### src/rtl/procb_thread_sched_pkg.sv
// Shared constants, FSM encoding and width helper for the process_bytes thread scheduler.
package procb_thread_sched_pkg;

    localparam int PROCB_SAVE_WIDTH = 32;

    typedef enum logic [1:0] {
        ST_IDLE = 2'd0,
        ST_LOAD = 2'd1,
        ST_RUN  = 2'd2,
        ST_FIN  = 2'd3
    } sched_state_t;

    // Index of the highest set bit; sizes thread-number fields from N_THREADS-1.
    function automatic int msb(input int v);
        int m;
        m = 0;
        for (int i = 0; i < 32; i++) begin
            if (v[i]) m = i;
        end
        return m;
    endfunction

endpackage

### src/rtl/procb_rr_pick.sv
// Combinational round-robin search: first set req bit after last_grant, wrapping to 0.
module procb_rr_pick
    import procb_thread_sched_pkg::*;
#(
    parameter int N_THREADS = 6,
    localparam int TW = msb(N_THREADS - 1) + 1
) (
    input  logic [N_THREADS-1:0] req,
    input  logic [TW-1:0]        last_grant,
    output logic                 any,
    output logic [TW-1:0]        idx
);

    int cand;

    always_comb begin
        any  = 1'b0;
        idx  = '0;
        cand = 0;
        for (int k = 1; k <= N_THREADS; k++) begin
            cand = (int'(last_grant) + k) % N_THREADS;
            if (!any && req[cand[TW-1:0]]) begin
                any = 1'b1;
                idx = TW'(cand);
            end
        end
    end

endmodule

### src/rtl/procb_thread_sched.sv
// Round-robin scheduler restoring/saving per-thread procb state around process_bytes runs.
module procb_thread_sched
    import procb_thread_sched_pkg::*;
#(
    parameter int N_THREADS = 6,
    localparam int TW = msb(N_THREADS - 1) + 1
) (
    input  logic                        CLK,
    input  logic                        RST,
    input  logic [N_THREADS-1:0]        thread_req,
    output logic [N_THREADS-1:0]        thread_done,
    output logic                        busy,
    output logic [TW-1:0]               rd_thread_num,
    input  logic [PROCB_SAVE_WIDTH-1:0] state_in,
    output logic                        wr_en,
    output logic [TW-1:0]               wr_thread_num,
    output logic [PROCB_SAVE_WIDTH-1:0] dout,
    output logic                        eng_start,
    output logic [TW-1:0]               eng_thread_num,
    output logic [PROCB_SAVE_WIDTH-1:0] eng_state,
    input  logic                        eng_done,
    input  logic                        eng_save,
    input  logic [PROCB_SAVE_WIDTH-1:0] eng_state_out
);

    localparam logic [N_THREADS-1:0] ONE_HOT0 = N_THREADS'(1);

    sched_state_t  state;
    logic [TW-1:0] sel;
    logic [TW-1:0] last_grant;
    logic          pick_any;
    logic [TW-1:0] pick_idx;

    procb_rr_pick #(.N_THREADS(N_THREADS)) u_pick (
        .req        (thread_req),
        .last_grant (last_grant),
        .any        (pick_any),
        .idx        (pick_idx)
    );

    // The store reads asynchronously; sel is stable throughout LOAD.
    assign rd_thread_num = sel;

    always_ff @(posedge CLK) begin
        if (RST) begin
            state          <= ST_IDLE;
            sel            <= '0;
            last_grant     <= TW'(N_THREADS - 1);
            busy           <= 1'b0;
            eng_start      <= 1'b0;
            eng_thread_num <= '0;
            eng_state      <= '0;
            wr_en          <= 1'b0;
            wr_thread_num  <= '0;
            dout           <= '0;
            thread_done    <= '0;
        end else begin
            eng_start   <= 1'b0;
            wr_en       <= 1'b0;
            thread_done <= '0;
            case (state)
                ST_IDLE: begin
                    if (pick_any) begin
                        sel        <= pick_idx;
                        last_grant <= pick_idx;
                        busy       <= 1'b1;
                        state      <= ST_LOAD;
                    end
                end
                ST_LOAD: begin
                    eng_state      <= state_in;
                    eng_thread_num <= sel;
                    eng_start      <= 1'b1;
                    state          <= ST_RUN;
                end
                ST_RUN: begin
                    // A done coincident with the start pulse belongs to no block.
                    if (eng_done && !eng_start) begin
                        wr_en         <= eng_save;
                        wr_thread_num <= sel;
                        dout          <= eng_state_out;
                        thread_done   <= ONE_HOT0 << sel;
                        state         <= ST_FIN;
                    end
                end
                ST_FIN: begin
                    busy  <= 1'b0;
                    state <= ST_IDLE;
                end
                default: state <= ST_IDLE;
            endcase
        end
    end

endmodule
### config.mk
export PLATFORM = sky130hd
export DESIGN_NAME = procb_thread_sched
export DESIGN_NICKNAME = d
export VERILOG_FILES = /design/src/rtl/procb_thread_sched_pkg.sv /design/src/rtl/procb_rr_pick.sv /design/src/rtl/procb_thread_sched.sv
export SDC_FILE = /design/constraint.sdc
export NUM_CORES = 1
export LEC_CHECK = 0
export CORE_ASPECT_RATIO = 0.75
export CORE_UTILIZATION = 40
export DETAILED_ROUTE_END_ITERATION = 10
export PLACE_DENSITY = 0.85
export SYNTH_ARGS = -nofsm -noshare
export SYNTH_HDL_FRONTEND = slang
export SYNTH_SLANG_ARGS = --single-unit
### constraint.sdc
create_clock -name CLK -period 3.4 [get_ports CLK]
set_clock_uncertainty 0.1 [all_clocks]
set_input_delay 0.34 -clock CLK [delete_from_list [all_inputs] [get_ports CLK]]
set_output_delay 0.34 -clock CLK [all_outputs]
set_load 0.02 [all_outputs]
After elaboration in Yosys (flattened, before gate mapping) --
Cells that the tools add are included.
Cells by class: eq/ne operators 5, add/sub/neg operators 6, divide/modulo/power cells 6, shifts and indexed selects 1, $lt $le $gt $ge 6, reductions and logical operators 19, bitwise gates (word level) 2, $mul 0, mux-type cells 30
Operators with widths (number):
- $mod A32 B4 Y32 const B | 6
- $lt A3 B4 Y1 const B | 6
- $bmux W1 S3 | 6
- $mux W3 | 6
- $mux W1 | 14
- $add A3 B3 Y4 const B | 3
- $add A3 B2 Y4 const B | 2
- $pmux W2 S4 | 1
- $reduce_and A2 Y1 | 4
- $logic_and A1 B1 Y1 | 6
- $logic_not A1 Y1 | 6
- $shl A1 B3 Y6 const A | 1
- $add A3 B1 Y4 const B | 1
- $eq A2 B2 Y1 const B | 2
- $mux W2 | 2
- $ne A2 B2 Y1 const B | 2
- $reduce_or A3 Y1 | 1
- $eq A2 B1 Y1 const B | 1
- $logic_not A2 Y1 | 1
- $not A1 Y1 | 2
- $pmux W1 S2 | 1
- $reduce_bool A2 Y1 | 1
Storage, ports and cells: register bits after elaboration 87, RAM bits 0, input port bits 74, output and inout port bits 82, memories 0, ROM bits 0, latch bits 0

Depth between registers and ports, before layout --
Gate-level depths: netlist of run 1.
depth after elaboration 22, mapped depth 15, depth with buffers taken out 13

Modules after synthesis --
Synthesis of run 1 repeated with hierarchy kept, for this count alone.
Second synthesis, totals: cells, all modules 477, area, all modules 4215.3 um^2
Modules (own cells, without submodules):
- procb_thread_sched | instances 1, sequential area each 1721.7 um^2, area each 3078.0 um^2, cells an instance 330
- procb_rr_pick | instances 1, sequential area each 0.0 um^2, area each 1137.3 um^2, cells an instance 147

Least setup slack after synthesis of run 1 --
No wires, ideal clock.
path kind reg2reg, start reg, netlist name rd_thread_num[1], end reg last_grant[2], buffers on the path 1, stages on the path, launching flop included 15, arrival 3.308 ns, setup slack -0.139 ns, setup time 0.131 ns, clock period less this slack 3.539 ns, cells stage by stage dfxtp_1 > inv_1 > ha_1 > buf_2 > a21oi_2 > inv_1 > ha_1 > nor2b_1 > nand3_1 > and3_1 > o31ai_4 > nand4_4 > a211o_1 > o32ai_1 > o21ai_1
RTL lines:
- end signal: assignment | line procb_thread_sched.sv:48 | last_grant <= TW'(N_THREADS - 1);
- end signal: assignment | line procb_thread_sched.sv:65 | last_grant <= pick_idx;
- end: declaration | line procb_thread_sched.sv:30 | logic [TW-1:0] last_grant;

Final worst setup path of run 1 --
start reg last_grant[0], end reg last_grant[2]
On the way: cells in the longest elaborated chain, start to end 21, elaborated cells on any way between the ends 47
RTL lines:
- $add A3 B1 Y4 | line procb_rr_pick.sv:21 | cand = (int'(last_grant) + k) % N_THREADS;
- $mod A32 B4 Y32 | line procb_rr_pick.sv:21
- $bmux W1 S3 | line procb_rr_pick.sv:22 | if (!any && req[cand[TW-1:0]]) begin
- $mux W1 (implied by the code) | line procb_rr_pick.sv:22
- $mux W1 | line procb_rr_pick.sv:22
- $logic_not A1 Y1 | line procb_rr_pick.sv:22
- $logic_and A1 B1 Y1 | line procb_rr_pick.sv:22
- $mux W1 | line procb_rr_pick.sv:22
- [... 5 more ...]
- $mux W1 | line procb_rr_pick.sv:22
- $logic_not A1 Y1 | line procb_rr_pick.sv:22
- $logic_and A1 B1 Y1 | line procb_rr_pick.sv:22
- $mux W1 | line procb_rr_pick.sv:22
- $logic_not A1 Y1 | line procb_rr_pick.sv:22
- $logic_and A1 B1 Y1 | line procb_rr_pick.sv:22
- $mux W1 | line procb_rr_pick.sv:22
- $reduce_and A2 Y1 (no line)
Parallel ways exist; a longest one is shown, timed or not. The select of a mux whose other input is x is not followed. A chain may end at the register's enable or synchronous reset.

==> results of run 1 <==
power groups by stage:
stage               combinational (W)  sequential (W)  clock (W)
floorplan                     0.00191         0.00149          0
finish                        0.00321         0.00131    0.00107
detailed placement            0.00291         0.00133          0
global route                  0.00344         0.00134    0.00114
CTS                           0.00292         0.00131    0.00110
global placement              0.00282         0.00131          0
per-stage QoR:
stage	utilization, %	std cells	instance area [um2]	worst slack, ps
6_report	62.0	774	6380	90.5
5_1_grt	62.0	774	6380	-22.3
4_1_cts	60.8	770	6250	40.5
3_5_place_dp	57.5	754	5920	53.9
3_3_place_gp	57.5	754	5920	223
2_1_floorplan	-	479	4240	57.3
final timing paths:
check	start	to	slack, ps	cells after the start
hold reg to reg	dout[2]	dout[2]	350	2
setup / recovery	last_grant[0]	last_grant[2]	90	11
setup reg to reg	last_grant[0]	last_grant[2]	90	11
hold / removal	dout[2]	dout[2]	350	2
cells by family (layout without fill, tap and decap cells):
family	after synthesis	count (layout)
xor gates and xnor gates	3	3
adders and majority gates	16	16
AOI/OAI and AO/OA	101	101
and+or+nand+nor	183	183
muxes	49	49
DFF	86	86
buffers and inverters	41	200
flip-flops by register name, summed over array words and instances, names as in the netlist:
name            count
dout               32
thread_done         6
wr_thread_num       3
rd_thread_num       3
wr_en               1
last_grant          2
eng_thread_num      3
state               2
eng_state          32
eng_start           1
busy                1
layer usage:
layer / wire length (um) / global-route usage, % / up-vias / share of wire (%)
met4: 111 / 4.84 / 0 / 0.91
li1: - / - / 1969 / -
met2: 5760 / 36.2 / 188 / 48
met3: 1080 / 6.53 / 12 / 8.9
met5: 0 / 0 / - / 0
met1: 5180 / 27.4 / 1932 / 43
final cells by class:
class / count / area share [%]
timing repair buffer: 171 / 26.2
inverter: 13 / 0.863
clock buffer: 12 / 4.02
clock inverter: 4 / 1.22
sequential: 86 / 27.1
multi-input combinational: 352 / 38.0
tap: 136 / 2.67
cells in the final DEF, fill, tap and decap left out, types with 4 or more instances in the layout:
cell	netlist	final
a21oi_1	43	42
buf_4	1	15
clkbuf_16	0	9
clkdlybuf4s50_1	0	154
dfxtp_1	86	85
ha_1	15	12
inv_1	12	11
mux2i_1	41	41
nand2_1	81	81
nand3_1	5	5
nor2_1	57	56
nor2b_1	7	6
nor3_1	5	4
nor4_1	5	5
o21ai_0	11	10
or2_2	4	4
timing repair:
item                                    4_1_cts  5_1_grt
endpoints found under the setup margin        0        7
setup buffers                                 0        4
gates resized for setup                       0       22
critical path, stage by stage (launching register included):
cell and delay [ps]:
dfxtp_1 400, ha_1 320, xnor2_2 170, ha_1 280, nand3b_1 220, a32o_2 320
or3_1 330, a211o_1 340, and2_1 220, o21ai_0 240, o32ai_2 140, o21ai_1 150
==> results.md, run 1 <==
* Synth Area in Adders at 4.70%
* Global-route usage over all layers at 21.7%
* Sequential cell area at about 1700 um2
* Die Span Y at 91.1 um
* Hold Vio Cnt, Final at 0
* Max Cap Viol at 0
* Area contributors post-synth: dfxtp_1 (41%), mux2i_1 (9.7%), nand2_1 (7.2%)
* Avg Synthesized Cell Area at 8.84 um2
* CTS Buf Count at 9
* Fin Setup TNS at 0 ps
* Crit path DAT at 3460 ps
* FMAX at 302 MHz
* Initial Utilization at 41.1%
* Share of post-route cells with drive strength above 1 at between 10% and 20%
* Post-route minimum period at 3310 ps
* Combinational power share at 57.4%
* Complex-gate fraction of the synthesized area at between 10% and 20%
* Total Die Area at 11000 um2
* # rows at 32
* Largest area contributor in the netlist: dfxtp_1
* Most frequent cells after synthesis: dfxtp_1 (86), nand2_1 (81), nor2_1 (57)
* Main combinational cell family by area after synthesis: simple AND/OR/NAND/NOR gates
* Grt total ovfl at 0
* Clk sinks at 86
* CP startpoint kind: flip-flop
* DP HPWL at 8630 um
* Yosys reg bits at 86
* Area of the multi-input gates at 2420 um2
* Final setup vio count at 0
* Routability cong. at 0.855
* DRC viols at 0
* Share of the synthesized area in the top cell type at 40.7%
* Initial antenna violation count at 0
* Post-synthesis cell count at 479
* Part of the power in registers at between 20% and 30%
* Worst Tran Pin Value at about 1100 ps
* Lkg Pwr at about 2.4 nW
* Vias in the first global route at about 3900
* Antenna Cells at 0
* Simple-Gate Fraction of Synth Area at between 10% and 20%
* DRT Pass-1 Iters at 5
* P per Cell Area at 878 nW/um2
* Clock share of power at 19.2%
* Clk slew on worst S/H paths at roughly 60 ps
* Net Count, Synth at between 500 and 600
* CP endpoint kind: flip-flop
* Nets at ~720
* Drt first-iter violations at 295
* Area Growth Syn to Fin at 50.7%
* WL/cell at 15.7 um
* Core area at 10300 um2
* H-tree levels at 3
* Async set or reset register ratio after synthesis at 0%
* Hold_buf cts at 0
* Filler Cell Count at 824
* Multiplexer area fraction after synthesis at 12.5%
* Via count at approximately 4100
* Die Width at 121 um
* Min Hold Slack at 355 ps
* Root Buffer: clkbuf_16
* Vias per cell at 5.30
* Yosys warns at 0
* Status: complete, no violations
* Final Slew Violations at 0
* Seq/Total Area, Yosys at slightly above 40%
* Crit-path max FO at 5
* Slew HR at between 20% and 30%
* Mapped Area at approximately 4200 um2
* Synth unique cells at 71
* Switching share of power at around 41%
* Crit Path Category: flip-flop to flip-flop
* Post-synthesis xor/xnor area fraction at 1.24%
* Post-DRT Antenna Nets at 0
* Count leader, synth: dfxtp_1
* Fin crit share at 97.3%
* Clock Tree Buf Depth at 2
* Final Total Pwr at 0.00560 W
* CP Data Required Time at 3550 ps
* I/O Pins at around 160
* First-pass GRT wire length at 18900 um
* P_int at ~0.0033 W
* Max IR drop VDD at 0.486 mV
* Sw Pwr at between 0.002 and 0.0025 W
* Synth Flop Type: dfxtp_1
* # port buffers at 155
* Clk Latency, worst-skew pair at 330 ps
* Largest net degree at the start of global routing at 47
* CTS tree: built
* Tightest Hold Check Type: flip-flop to flip-flop
* Number of synthesized flops with an enable pin at 0
* Post-Route WL at 12100 um
(Power assumes the default switching activity.)
==> run 2: changes to the inputs <==
--- a/config.mk
+++ b/config.mk
@@ -9,6 +9,7 @@
 export CORE_UTILIZATION = 40
 export DETAILED_ROUTE_END_ITERATION = 10
 export PLACE_DENSITY = 0.85
+export SETUP_SLACK_MARGIN = 0.5
 export SYNTH_ARGS = -nofsm -noshare
 export SYNTH_HDL_FRONTEND = slang
 export SYNTH_SLANG_ARGS = --single-unit
==> run 2 against run 1 <==
- total power up 7.3%
- clock power decreased by 8%
- setup slack better by 160 ps
- largest cell class unchanged
- cell area grew 4.1%
- via count is 1.6% higher
- combinational power increased by 15%
- the run now ends with DRC left
- register-to-register slack better by 160 ps
- core utilization increased by 2.5 points
- wire length is 3.2% higher
- non-clock buffer count grew 19
- critical endpoint is now rd_thread_num[1]
- global-route usage increased by 0.66 points
- count of clock-buffer cells in the layout decreased by 2
==> results.md, run 2 (synthesis gave the netlist of run 1 again) <==
* Setup ws final at 252 ps (was 90.5 ps)
* Part of the power in registers at 22.3% (was 23.4%)
* Clock Tree Buf Depth at 2 (unchanged)
* Hold Vio Cnt, Final at 0 (unchanged)
* Lkg Pwr at 2.46 nW (was 2.37 nW)
* Reg2Reg Depth at 14 (was 11)
* Crit-path slowest cell: dfxtp_4 (was dfxtp_1)
* Antenna Cells at 0 (unchanged)
* Post-Route WL at 12500 um (was 12100 um)
* Worst hold path depth at 2 (unchanged)
* Via count at 4165 (was 4101)
* Slew HR at 26.3% (was 25.2%)
* Placed instance area at 5960 um2 (was 5920 um2)
* Clk Latency, worst-skew pair at 330 ps (about the same)
* P_int at 0.00350 W (was 0.00329 W)
* CP cell instances: inv_6 -> ha_4 -> xor2_4 -> inv_4 -> ha_4 -> nor2b_4 -> nand3_2 -> and3_4 -> o31ai_4 -> nand4_4 -> buf_6 -> o31ai_4 -> a31oi_1 -> a221oi_2 (was ha_1 -> xnor2_2 -> ha_1 -> nand3b_1 -> a32o_2 -> or3_1 -> a211o_1 -> and2_1 -> o21ai_0 -> o32ai_2 -> o21ai_1)
* Share of post-route cells with drive strength above 1 at 17.5% (was 12.4%)
* H-tree levels at 3 (unchanged)
* Largest net degree at the start of global routing at 41 (was 47)
* Filler Cell Count at 781 (was 824)
* Crit-path max FO at 7 (was 5)
* CTS tree: built (unchanged)
* FMAX at 318 MHz (was 302 MHz)
* Pre-CTS WS at 156 ps (was 53.9 ps)
* First-pass GRT wire length at 19600 um (was 18900 um)
* Die Span Y at 91.1 um (unchanged)
* Path length in cells of the critical path at 14 (was 11)
* DRT Pass-1 Iters at 7 (was 5)
* Max IR drop VDD at 0.399 mV (was 0.486 mV)
* Grt total ovfl at 0 (unchanged)
* Area Growth Syn to Fin at 56.8% (was 50.7%)
* Nets at 741 (was 722)
* Vias in the first global route at 4179 (was 3876)
* Tightest Hold Check Type: flip-flop to flip-flop (unchanged)
* Vias per cell at 5.25 (was 5.30)
* P per Cell Area at 905 nW/um2 (was 878 nW/um2)
* Max Cap Viol at 0 (unchanged)
* Global-route usage over all layers at 22.4% (was 21.7%)
* Initial antenna violation count at 0 (unchanged)
* Violated checks: DRC
* Core area at 10300 um2 (unchanged)
* CP Data Required Time at 3540 ps (was 3550 ps)
* Crit path max-delay family: compound AO/OA/AOI/OAI gates (unchanged)
* Fin crit share at 92.6% (was 97.3%)
* Status: finished, violations left (was complete, no violations)
* RSZ-0062 raised after global routing: yes
* Clk slew on worst S/H paths at 60 ps (about the same)
* CP endpoint kind: flip-flop (unchanged)
* Final Slew Violations at 0 (unchanged)
* CP startpoint kind: flip-flop (unchanged)
* Min Hold Slack at 353 ps (was 355 ps)
* DRC viols at 1 (was 0)
* Top flop regs: dout (32), eng_state (32), thread_done (6) (unchanged)
* Clock share of power at 16.4% (was 19.2%)
* Die Width at 121 um (unchanged)
* Hold_buf cts at 0 (unchanged)
* Root Buffer: clkbuf_16 (unchanged)
* # rows at 32 (unchanged)
* Clk sinks at 86 (unchanged)
* Routability cong. at 0.959 (was 0.855)
* Design Area, Final at 6640 um2 (was 6380 um2)
* DP HPWL at 8570 um (was 8630 um)
* Drt first-iter violations at 211 (was 295)
* Largest stage delay on the critical path at 430 ps (was 400 ps)
* WP buf/inv at 3 (was 0)
* Crit path DAT at 3280 ps (was 3460 ps)
* Commonest non-fill, non-tap cell in the layout: clkdlybuf4s50_1 (unchanged)
* Combinational power share at 61.2% (was 57.4%)
* Final Core Density at 64.5% (was 62.0%)
* Crit Path Category: flip-flop to flip-flop (unchanged)
* Worst Tran Pin Value at 1100 ps (was 1120 ps)
* Fin Setup TNS at 0 ps (unchanged)
* Post-route minimum period at 3150 ps (was 3310 ps)
* Most frequent cells in the layout: clkdlybuf4s50_1 (154), dfxtp_1 (83), nand2_1 (81) (was clkdlybuf4s50_1 (154), dfxtp_1 (85), nand2_1 (81))
* WL/cell at 15.8 um (was 15.7 um)
* CTS Buf Count at 9 (unchanged)
* Final setup vio count at 0 (unchanged)
* Post-DRT Antenna Nets at 0 (unchanged)
* Switching share of power at 41.8% (was 41.2%)
* Sw Pwr at 0.00251 W (was 0.00231 W)
* Initial Utilization at 41.1% (unchanged)
* Total Die Area at 11000 um2 (unchanged)
* # port buffers at 155 (unchanged)
* I/O Pins at 156 (unchanged)
run 2: cell types whose count changed in the layout (fill, tap and decap cells not counted), sizes merged:
| cell | delta |
|---|---|
| buf | +19 |
| clkinvlp | +2 |
| clkbuf | -2 |
| bufinv | -1 |
| inv | +1 |
run 2: worst min-delay path: stages, from the launching register on:
cell and delay (ps):
dfxtp_1 300, nand2_1 50, a21oi_1 50
run 2: stage by stage:
stage	instances	power, W
2_1_floorplan	479	0.00351
3_3_place_gp	751	0.00423
3_5_place_dp	751	0.00433
4_1_cts	777	0.00559
5_1_grt	793	0.00636
6_report	793	0.00601
run 2: final timing paths:
| kind | startpoint | end | slack (ps) |
|---|---|---|---|
| max | rd_thread_num[1] | rd_thread_num[1] | 250 |
| min | dout[12] | dout[12] | 350 |
| max reg2reg | rd_thread_num[1] | rd_thread_num[1] | 250 |
| min reg2reg | dout[12] | dout[12] | 350 |
run 2: timing repair:
item                       4_1_cts  5_1_grt
pin swaps                       17       21
setup endpoints to repair        8        8
setup buffers                   10       16
resized for setup               17       20
run 2: power groups by stage:
| stage | logic (W) | registers, W | clock network [W] |
|---|---|---|---|
| after floorplan | 0.00202 | 0.00149 | 0 |
| final | 0.00368 | 0.00134 | 0.000988 |
| after detailed placement | 0.00298 | 0.00135 | 0 |
| after CTS | 0.00324 | 0.00133 | 0.00102 |
| after global routing | 0.00394 | 0.00136 | 0.00107 |
| after global placement | 0.00289 | 0.00134 | 0 |
run 2: metal layers:
metal | track usage, % | up-vias | part of all wire [%]
met5 | 0 | - | 0
met4 | 8.74 | 0 | 2.5
met3 | 5.03 | 27 | 5.8
met2 | 39.2 | 158 | 50
met1 | 26.4 | 1964 | 42
li1 | - | 2016 | -
run 2: layout make-up:
type / instances / area (um2) / share of cell area, %
Inverter: 13 / 58.8 / 0.886
Sequential cell: 86 / 1730 / 26.1
Clock buffer: 10 / 239 / 3.60
Timing Repair Buffer: 190 / 1830 / 27.5
Clock inverter: 6 / 70.1 / 1.06
Tap cell: 136 / 170 / 2.56
Multi-Input combinational cell: 352 / 2540 / 38.3
